[src/rtl/ex_mem_stage_pkg.sv]
// Shared definitions for the execute stage: ALU opcodes, instruction field positions
// and the control encoding loaded into EX/MEM when a bubble is inserted.
package ex_mem_stage_pkg;

    localparam logic [2:0] ALU_ADD  = 3'b000;
    localparam logic [2:0] ALU_SUB  = 3'b001;
    localparam logic [2:0] ALU_AND  = 3'b010;
    localparam logic [2:0] ALU_OR   = 3'b011;
    localparam logic [2:0] ALU_XOR  = 3'b100;
    localparam logic [2:0] ALU_SHL  = 3'b101;
    localparam logic [2:0] ALU_SHR  = 3'b110;
    localparam logic [2:0] ALU_RORC = 3'b111;

    localparam int unsigned IMM_LSB  = 0;
    localparam int unsigned IMM_MSB  = 7;
    localparam int unsigned RD_LSB   = 11;
    localparam int unsigned RD_MSB   = 13;
    localparam int unsigned FLAG_BIT = 0;

    typedef struct packed {
        logic       mem_write;
        logic       reg_write;
        logic [1:0] reg_write_mux;
    } ex_mem_ctrl_t;

    localparam ex_mem_ctrl_t BUBBLE_CTRL = '{mem_write: 1'b0, reg_write: 1'b0,
                                             reg_write_mux: 2'b00};

endpackage

[src/rtl/ex_mem_stage_alu8.sv]
// Combinational ALU for the execute stage. Shift/rotate ops exist only when
// ALU_SHIFT_EN is defined; otherwise ops 101-111 pass A through with cout = 0.
module ex_mem_stage_alu8
    import ex_mem_stage_pkg::*;
#(
    parameter int unsigned DATA_W = 8
) (
    input  logic [DATA_W-1:0] a,
    input  logic [DATA_W-1:0] op2,
    input  logic              cin,
    input  logic              use_carry,
    input  logic [2:0]        alu_op,
    output logic [DATA_W-1:0] res,
    output logic              cout
);

    logic          cin_eff;
    logic [DATA_W:0] wide;

    assign cin_eff = use_carry & cin;

    always_comb begin
        res  = a;
        cout = 1'b0;
        wide = '0;
        case (alu_op)
            ALU_ADD: begin
                wide = {1'b0, a} + {1'b0, op2} + {{DATA_W{1'b0}}, cin_eff};
                res  = wide[DATA_W-1:0];
                cout = wide[DATA_W];
            end
            ALU_SUB: begin
                // Bit DATA_W of the extended difference is the borrow out.
                wide = {1'b0, a} - {1'b0, op2} - {{DATA_W{1'b0}}, cin_eff};
                res  = wide[DATA_W-1:0];
                cout = wide[DATA_W];
            end
            ALU_AND: res = a & op2;
            ALU_OR:  res = a | op2;
            ALU_XOR: res = a ^ op2;
`ifdef ALU_SHIFT_EN
            ALU_SHL: begin
                res  = {a[DATA_W-2:0], 1'b0};
                cout = a[DATA_W-1];
            end
            ALU_SHR: begin
                res  = {1'b0, a[DATA_W-1:1]};
                cout = a[0];
            end
            ALU_RORC: begin
                res  = {cin, a[DATA_W-1:1]};
                cout = a[0];
            end
`endif
            default: begin
                res  = a;
                cout = 1'b0;
            end
        endcase
    end

endmodule

[src/rtl/ex_mem_stage.sv]
// Execute stage plus EX/MEM register with architectural C/Z flags, stall and flush.
// Optional shift/rotate ALU ops are enabled by defining ALU_SHIFT_EN.
module ex_mem_stage
    import ex_mem_stage_pkg::*;
#(
    parameter int unsigned DATA_W  = 8,
    parameter int unsigned INSTR_W = 19,
    parameter int unsigned RD_W    = 3
) (
    input  logic               clk,
    input  logic               reset,
    input  logic               stall,
    input  logic               flush,
    input  logic [DATA_W-1:0]  ID_EX_A,
    input  logic [DATA_W-1:0]  ID_EX_B,
    input  logic [INSTR_W-1:0] ID_EX_instruction,
    input  logic               ID_EX_mem_write,
    input  logic               ID_EX_reg_write,
    input  logic               ID_EX_alu_use_carry,
    input  logic               ID_EX_alu_in_mux,
    input  logic               ID_EX_select_c,
    input  logic               ID_EX_select_z,
    input  logic               ID_EX_write_c,
    input  logic               ID_EX_write_z,
    input  logic [2:0]         ID_EX_alu_op,
    input  logic [1:0]         ID_EX_reg_write_mux,
    output logic [DATA_W-1:0]  EX_MEM_alu_result,
    output logic [DATA_W-1:0]  EX_MEM_store_data,
    output logic [RD_W-1:0]    EX_MEM_rd,
    output logic [INSTR_W-1:0] EX_MEM_instruction,
    output logic               EX_MEM_mem_write,
    output logic               EX_MEM_reg_write,
    output logic [1:0]         EX_MEM_reg_write_mux,
    output logic               flag_c,
    output logic               flag_z
);

    logic [DATA_W-1:0] imm;
    logic [DATA_W-1:0] op2;
    logic [DATA_W-1:0] alu_res;
    logic              alu_cout;
    logic              zero_next;
    logic              c_load;
    logic              z_load;

    assign imm       = DATA_W'(ID_EX_instruction[IMM_MSB:IMM_LSB]);
    assign op2       = ID_EX_alu_in_mux ? imm : ID_EX_B;
    assign zero_next = (alu_res == '0);
    assign c_load    = ID_EX_select_c ? alu_cout  : ID_EX_instruction[FLAG_BIT];
    assign z_load    = ID_EX_select_z ? zero_next : ID_EX_instruction[FLAG_BIT];

    ex_mem_stage_alu8 #(
        .DATA_W(DATA_W)
    ) u_alu (
        .a        (ID_EX_A),
        .op2      (op2),
        .cin      (flag_c),
        .use_carry(ID_EX_alu_use_carry),
        .alu_op   (ID_EX_alu_op),
        .res      (alu_res),
        .cout     (alu_cout)
    );

    always_ff @(posedge clk) begin
        if (reset) begin
            EX_MEM_alu_result    <= '0;
            EX_MEM_store_data    <= '0;
            EX_MEM_rd            <= '0;
            EX_MEM_instruction   <= '0;
            EX_MEM_mem_write     <= 1'b0;
            EX_MEM_reg_write     <= 1'b0;
            EX_MEM_reg_write_mux <= 2'b00;
            flag_c               <= 1'b0;
            flag_z               <= 1'b0;
        end else if (flush) begin
            // Bubble wins over stall; flags are left untouched.
            EX_MEM_alu_result    <= '0;
            EX_MEM_store_data    <= '0;
            EX_MEM_rd            <= '0;
            EX_MEM_instruction   <= '0;
            EX_MEM_mem_write     <= BUBBLE_CTRL.mem_write;
            EX_MEM_reg_write     <= BUBBLE_CTRL.reg_write;
            EX_MEM_reg_write_mux <= BUBBLE_CTRL.reg_write_mux;
        end else if (!stall) begin
            EX_MEM_alu_result    <= alu_res;
            EX_MEM_store_data    <= ID_EX_B;
            EX_MEM_rd            <= ID_EX_instruction[RD_MSB:RD_LSB];
            EX_MEM_instruction   <= ID_EX_instruction;
            EX_MEM_mem_write     <= ID_EX_mem_write;
            EX_MEM_reg_write     <= ID_EX_reg_write;
            EX_MEM_reg_write_mux <= ID_EX_reg_write_mux;
            if (ID_EX_write_c) flag_c <= c_load;
            if (ID_EX_write_z) flag_z <= z_load;
        end
    end

endmodule

[config.mk]
export PLATFORM = sky130hd
export DESIGN_NAME = ex_mem_stage
export DESIGN_NICKNAME = d
export VERILOG_FILES = /design/src/rtl/ex_mem_stage_pkg.sv /design/src/rtl/ex_mem_stage_alu8.sv /design/src/rtl/ex_mem_stage.sv
export SDC_FILE = /design/constraint.sdc
export NUM_CORES = 1
export LEC_CHECK = 0
export BUFFER_PORTS_ARGS = -buffer_cell sky130_fd_sc_hd__buf_2
export CORE_UTILIZATION = 50
export DETAILED_ROUTE_END_ITERATION = 7
export GPL_ROUTABILITY_DRIVEN = 0
export PLACE_DENSITY = 0.79
export SYNTH_ARGS = -nofsm -noshare
export SYNTH_HDL_FRONTEND = slang
export SYNTH_SLANG_ARGS = --single-unit
export TNS_END_PERCENT = 100
[constraint.sdc]
create_clock -name clk -period 3.95 [get_ports clk]
set_input_delay 0.1975 -clock clk [delete_from_list [all_inputs] [get_ports clk]]
set_output_delay 0.1975 -clock clk [all_outputs]
set_load 0.05 [all_outputs]
==> flow_summary.json, run 1 <==
{
  "grt_antenna_before_repair": 0,
  "diodes": 0,
  "start_util_pct": 53.24,
  "cp-start-kind": "input port",
  "netlist.top_cell.by_area": "dfxtp_1",
  "numCtsBuffers": 5,
  "cap_violations": 0,
  "synth.avg_cell_area_um2": 8.393,
  "drt_iter0_drc": 192,
  "period_needed_ns": 2.999,
  "arrival_ns": 3.20,
  "cts_hold_buffers": 0,
  "tns_ns": 0,
  "fillers": 500,
  "end_kind": "flop",
  "cts_resized": 0,
  "pin_count": 96,
  "grt_max_degree": 45,
  "slowest_delay_ns": 0.58,
  "die-area_um2": 6358,
  "path_cells": "buf_2 > mux2i_1 > inv_1 > fa_1 > inv_1 > ha_1 > o21ai_4 > a21boi_2 > or2_1 > a21o_1 > xor2_1 > a221o_1 > o41ai_2",
  "p_per_area_nw_per_um2": 325.1,
  "grt_first_pass_wirelength_mm": 11.81,
  "vias": 2796,
  "clk_path_buf_depth": 2,
  "fp.dieW_um": 79.74,
  "cts_setup_buffers": 0,
  "drv_slew": 0,
  "hpwl_mm": 5.739,
  "relSlewSlack_pct": 41.95,
  "tritoncts": "built",
  "fin_cells": 515,
  "finalHoldViolations": 0,
  "slowest_stage": "fa_1",
  "yosysMostFrequentCell": "nor2_1",
  "syn_area_um2": 3022,
  "vias_per_cell": 5.429,
  "synth_nets": 446,
  "cp.required_ns": 4.15,
  "cts-root-buf": "clkbuf_8",
  "grt_overflow": 0,
  "peakVddDrop_mv": 0.2933,
  "worstMarginPinSlew_ns": 0.8640,
  "totalWireLength_mm": 7.390,
  "port_buffers": 95,
  "rows": 27,
  "synth-async-reset-ratio_pct": 0,
  "route.detailed.drc": 0,
  "cts.sinks": 41,
  "synth_flop_cell": "dfxtp_1",
  "cpMostUsedCell": "inv_1",
  "post_drt_wl_per_cell_um": 14.35,
  "synth_common_cells": "nor2_1, mux2i_1, dfxtp_1",
  "finalNetCount": 529,
  "synthesis.yosys.warnings": 0,
  "total_power_mw": 1.169,
  "hp-class": "in -> reg",
  "syn2layout_area_growth_pct": 18.96,
  "status": "finished, final reports clean",
  "finClkSkew_ns": 0.0006655,
  "synthCells": 360,
  "clk_latency_ns": 0.29,
  "detail-route-antenna-nets": 0,
  "core_area_um2": 5675,
  "critPathMaxFanout": 8,
  "clk_pin_slew_worst_paths_ns": 0.08,
  "placed_cells": 508,
  "critPathKind": "in -> reg",
  "hold_ws_ns": 0.1350,
  "timing.fmax_mhz": 333.5,
  "grt_pass1_vias": 2585,
  "synth_seq_area_share_pct": 27.16,
  "drtPass1Iterations": 4,
  "leakage_nw": 1.855,
  "grt.total_usage_pct": 23.71,
  "ys_types": 56,
  "synth_top_area_share_pct": 27.16,
  "finalSetupViolCount": 0,
  "drive_gt1_share_pct": 25.06,
  "synth_edf_count": 0,
  "rsz0062_at_grt": "no",
  "htree_levels": 2,
  "synth_seq_cells": 41,
  "fp.dieH_um": 79.74,
  "finalCritPeriodShare_pct": 75.92,
  "synthTopCellsByArea": "dfxtp_1, mux2i_1, ha_1"
}
==> registers in the layout (all words and copies together) (netlist names) <==
register / count
EX_MEM_reg_write: 1
EX_MEM_store_data: 8
EX_MEM_alu_result: 8
EX_MEM_rd: 2
flag_c: 1
EX_MEM_reg_write_mux: 2
EX_MEM_mem_write: 1
EX_MEM_instruction: 17
flag_z: 1
==> placed cells by master, fill, tap and decap left out, drive strengths merged, types with 2 or more instances in the layout <==
cell type,count
buf,96
nor2,59
mux2i,46
dfxtp,41
inv,30
ha,30
o21ai,20
a21oi,19
nand2,18
o21a,8
nor3,6
clkbuf,5
xnor2,4
nor2b,4
fa,4
xor2,3
a21o,3
o211ai,3
or2,3
a211oi,3
a31oi,2
a2111oi,2
a221o,2
nand2b,2
o22ai,2
a32oi,2
nand4,2
nand3,2
a21boi,2
o41ai,2
==> per-stage QoR <==
stage | utilization [%] | setup WS, ns | cell area [µm²]
after CTS | 63.34 | 0.9512 | 3595
after floorplan | - | 0.7387 | 3022
after global routing | 63.34 | 0.7234 | 3595
final | 63.34 | 0.9511 | 3595
after global placement | 61.51 | 0.8083 | 3491
after detailed placement | 61.51 | 0.6671 | 3491
==> final timing paths <==
kind,depth (start not counted),startpoint,to,slack [ns]
worst max-delay path,13,ID_EX_alu_in_mux,flag_z,0.95
worst min-delay path,3,ID_EX_instruction[9],EX_MEM_instruction[9],0.14
worst max register to register,12,flag_c,flag_z,1.09
worst min register to register,2,EX_MEM_store_data[5],EX_MEM_store_data[5],0.50
==> critical path: cells and delay by family <==
kind                       cells  cell delay (ns)
adders and majority gates      2             0.79
AOI/OAI and AO/OA              5             1.02
xor gates and xnor gates       1             0.13
and+or+nand+nor                1             0.21
muxes                          1             0.39
buffers and inverters          3             0.44
==> routing by layer <==
layer / share of wire, % / global-route usage (%)
met5: 0 / 0
met3: 5.2 / 5.371
met4: 0.87 / 5.179
met2: 48 / 39.49
met1: 46 / 31.14
==> area by class of cell <==
class | instances | area, µm² | area share [%]
Clock buffer | 5 | 68.82 | 1.914
Clock inverter | 2 | 35.03 | 0.9746
Inverter | 30 | 112.6 | 3.133
Multi-Input combinational cell | 269 | 1984 | 55.20
Sequential cell | 41 | 820.8 | 22.83
Tap cell | 72 | 90.09 | 2.506
Timing Repair Buffer | 96 | 483.0 | 13.44
==> kinds of logic after synthesis <==
family,count (synthesis),synth area share [%]
adders and majority gates,34,15.07
buffers and inverters,50,7.163
AOI/OAI and AO/OA,81,18.59
muxes,46,15.24
DFF,41,27.16
xor gates and xnor gates,7,2.029
and+or+nand+nor,101,14.74
==> report_power, final <==
group	switching, mW	total (mW)	internal (mW)
Clock	0.145	0.329	0.184
Sequential	0.00733	0.435	0.428
Combinational	0.250	0.405	0.155
Note: power is estimated with default switching activity, not from simulation.
==> inputs of run 2 (changes only) <==
CORE_UTILIZATION = 47   (was 50)
PLACE_DENSITY = 0.78   (was 0.79)
clock period = 2.7 ns   (was 3.95 ns; I/O delays follow)
==> run 2 against run 1 <==
Compared with the run above:
- critical path depth shrank 2
- cell count grew 6.6%
- critical path type is now reg -> reg
- via count grew 7.0%
- die area grew 6.2%
==> flow_summary.json, run 2 (synthesized netlist as in run 1, its figures left out) <==
{
  "peakVddDrop_mv": 0.6520,
  "layout_setup_ws_ns": 0.01491,
  "finalHoldViolations": 0,
  "clk_pin_slew_worst_paths_ns": 0.08,
  "worstMarginPinSlew_ns": 0.7246,
  "clk_path_buf_depth": 2,
  "grt_pass1_vias": 2650,
  "end_kind": "flop",
  "vias_per_cell": 5.448,
  "post_drt_wl_per_cell_um": 14.47,
  "grt_first_pass_wirelength_mm": 12.23,
  "grt_max_degree": 45,
  "grt_antenna_before_repair": 0,
  "diodes": 0,
  "route.detailed.drc": 0,
  "finalCritPeriodShare_pct": 99.45,
  "wl_met2_mm": 3.811,
  "largest_reg_flops": 17,
  "finalSetupViolCount": 0,
  "min_from": "ID_EX_instruction[9]",
  "drv_slew": 0,
  "utilization_pct": 63.87,
  "vias": 2991,
  "top_layer": "met4",
  "die-area_um2": 6754,
  "numCtsBuffers": 5,
  "period_needed_ns": 2.685,
  "hp-class": "in -> reg",
  "final_common_cell": "buf_2",
  "worstHoldPathCells": 3,
  "cp-start-kind": "flop",
  "grt_overflow": 0,
  "totalWireLength_mm": 7.945,
  "finClkSkew_ns": 0.002446,
  "preCtsSetupSlack_ns": -0.2355,
  "top_register": "EX_MEM_instruction",
  "fp.dieW_um": 82.18,
  "finalNetCount": 559,
  "regToRegStartpoint": "flag_c",
  "htree_levels": 2,
  "drive_gt1_share_pct": 31.65,
  "cts-root-buf": "clkbuf_8",
  "largest_registers": "EX_MEM_instruction: 17 flops, EX_MEM_alu_result: 8 flops, EX_MEM_store_data: 8 flops",
  "leakage_nw": 2.005,
  "cts.sinks": 41,
  "worstRegToRegCells": 11,
  "arrival_ns": 2.89,
  "detail-route-antenna-nets": 0,
  "drtPass1Iterations": 5,
  "cp.required_ns": 2.90,
  "core_area_um2": 6061,
  "grt.total_usage_pct": 23.47,
  "relSlewSlack_pct": 51.69,
  "tns_ns": 0,
  "m1WireLength_mm": 3.606,
  "rows": 28,
  "final_cell_mix": "buf_2, nor2_1, mux2i_1",
  "timing.fmax_mhz": 372.4,
  "worstReg2RegEnd": "flag_z",
  "critPathMaxFanout": 3,
  "hpwl_mm": 6.143,
  "hold_path_end": "EX_MEM_instruction[9]",
  "status": "finished, final reports clean",
  "cts_hold_buffers": 0,
  "start_util_pct": 49.86,
  "reg2reg_slack_ns": 0.01,
  "syn2layout_area_growth_pct": 28.12,
  "pin_count": 96,
  "tritoncts": "built",
  "critPathKind": "reg -> reg",
  "drt_iter0_drc": 170,
  "dr_wl_met3_um": 346,
  "p_per_area_nw_per_um2": 473.5,
  "port_buffers": 95,
  "rsz0062_at_grt": "yes",
  "cap_violations": 0,
  "fp.dieH_um": 82.18,
  "clk_latency_ns": 0.29
}
-- run 2: cell types whose count changed in the layout (fill, tap and decap cells not counted), sizes merged --
cell	before	now
buf	96	126
clkbuf	5	7
clkinv	1	0
-- run 2: metal layers --
| metal | up-vias | GRT usage [%] |
|---|---|---|
| met5 | - | 0 |
| met4 | 0 | 8.421 |
| met2 | 91 | 38.68 |
| met1 | 1415 | 31.15 |
| met3 | 18 | 3.187 |
| li1 | 1467 | - |
-- run 2: worst max-delay path: stages, from the launching register on --
cell,delay [ns]
dfxtp_2,0.34
nand2_2,0.08
inv_2,0.04
fa_1,0.48
ha_1,0.31
xnor2_1,0.15
a211oi_1,0.12
a211oi_1,0.29
a21oi_1,0.12
nor3_1,0.19
nand4_1,0.17
o41ai_2,0.30
-- run 2: how the worst max path moves through the flow --
stage | startpoint | end | slack, ns | cells after the start
6_report | flag_c | flag_z | 0.01 | 11
5_1_grt | flag_c | flag_z | -0.09 | 11
4_1_cts | flag_c | flag_z | 0.008 | 9
3_5_place_dp | ID_EX_alu_in_mux | flag_z | -0.24 | 12
3_3_place_gp | ID_EX_alu_in_mux | flag_z | -0.19 | 12
2_1_floorplan | ID_EX_alu_in_mux | EX_MEM_alu_result[5] | -0.02 | 13
-- run 2: repair_timing --
item | in CTS | in global routing
resized for setup | 1 | 4
buffers inserted | 0 | 1
gates cloned | 0 | 0
endpoints found under the setup margin | 1 | 3
pin swaps | 2 | 2
-- run 2: final cells by class --
| type | instances | area [µm²] |
|---|---|---|
| fillers | 523 | 2190 |
| multi-input cells | 269 | 2018 |
| flip-flops and latches | 41 | 822.0 |
| repair buffers | 126 | 708.2 |
| inverters | 30 | 112.6 |
| well taps | 75 | 93.84 |
| clock buffers | 7 | 86.33 |
| clock inverters | 1 | 30.03 |
-- run 2: stage by stage --
stage | instance area, µm² | hold WS, ns | cells | power [mW]
6_report | 3871 | 0.06893 | 549 | 1.833
5_1_grt | 3871 | 0.07665 | 549 | 1.937
4_1_cts | 3851 | 0.06847 | 548 | 1.828
3_5_place_dp | 3729 | 0.3770 | 540 | 1.316
3_3_place_gp | 3729 | 0.3639 | 540 | 1.298
2_1_floorplan | 3059 | 0.2789 | 360 | 1.105
-- run 2: where the power goes --
part	internal, mW	total (mW)	switching (mW)
Combinational	0.292	0.688	0.396
Clock	0.301	0.508	0.207
Sequential	0.626	0.637	0.0112
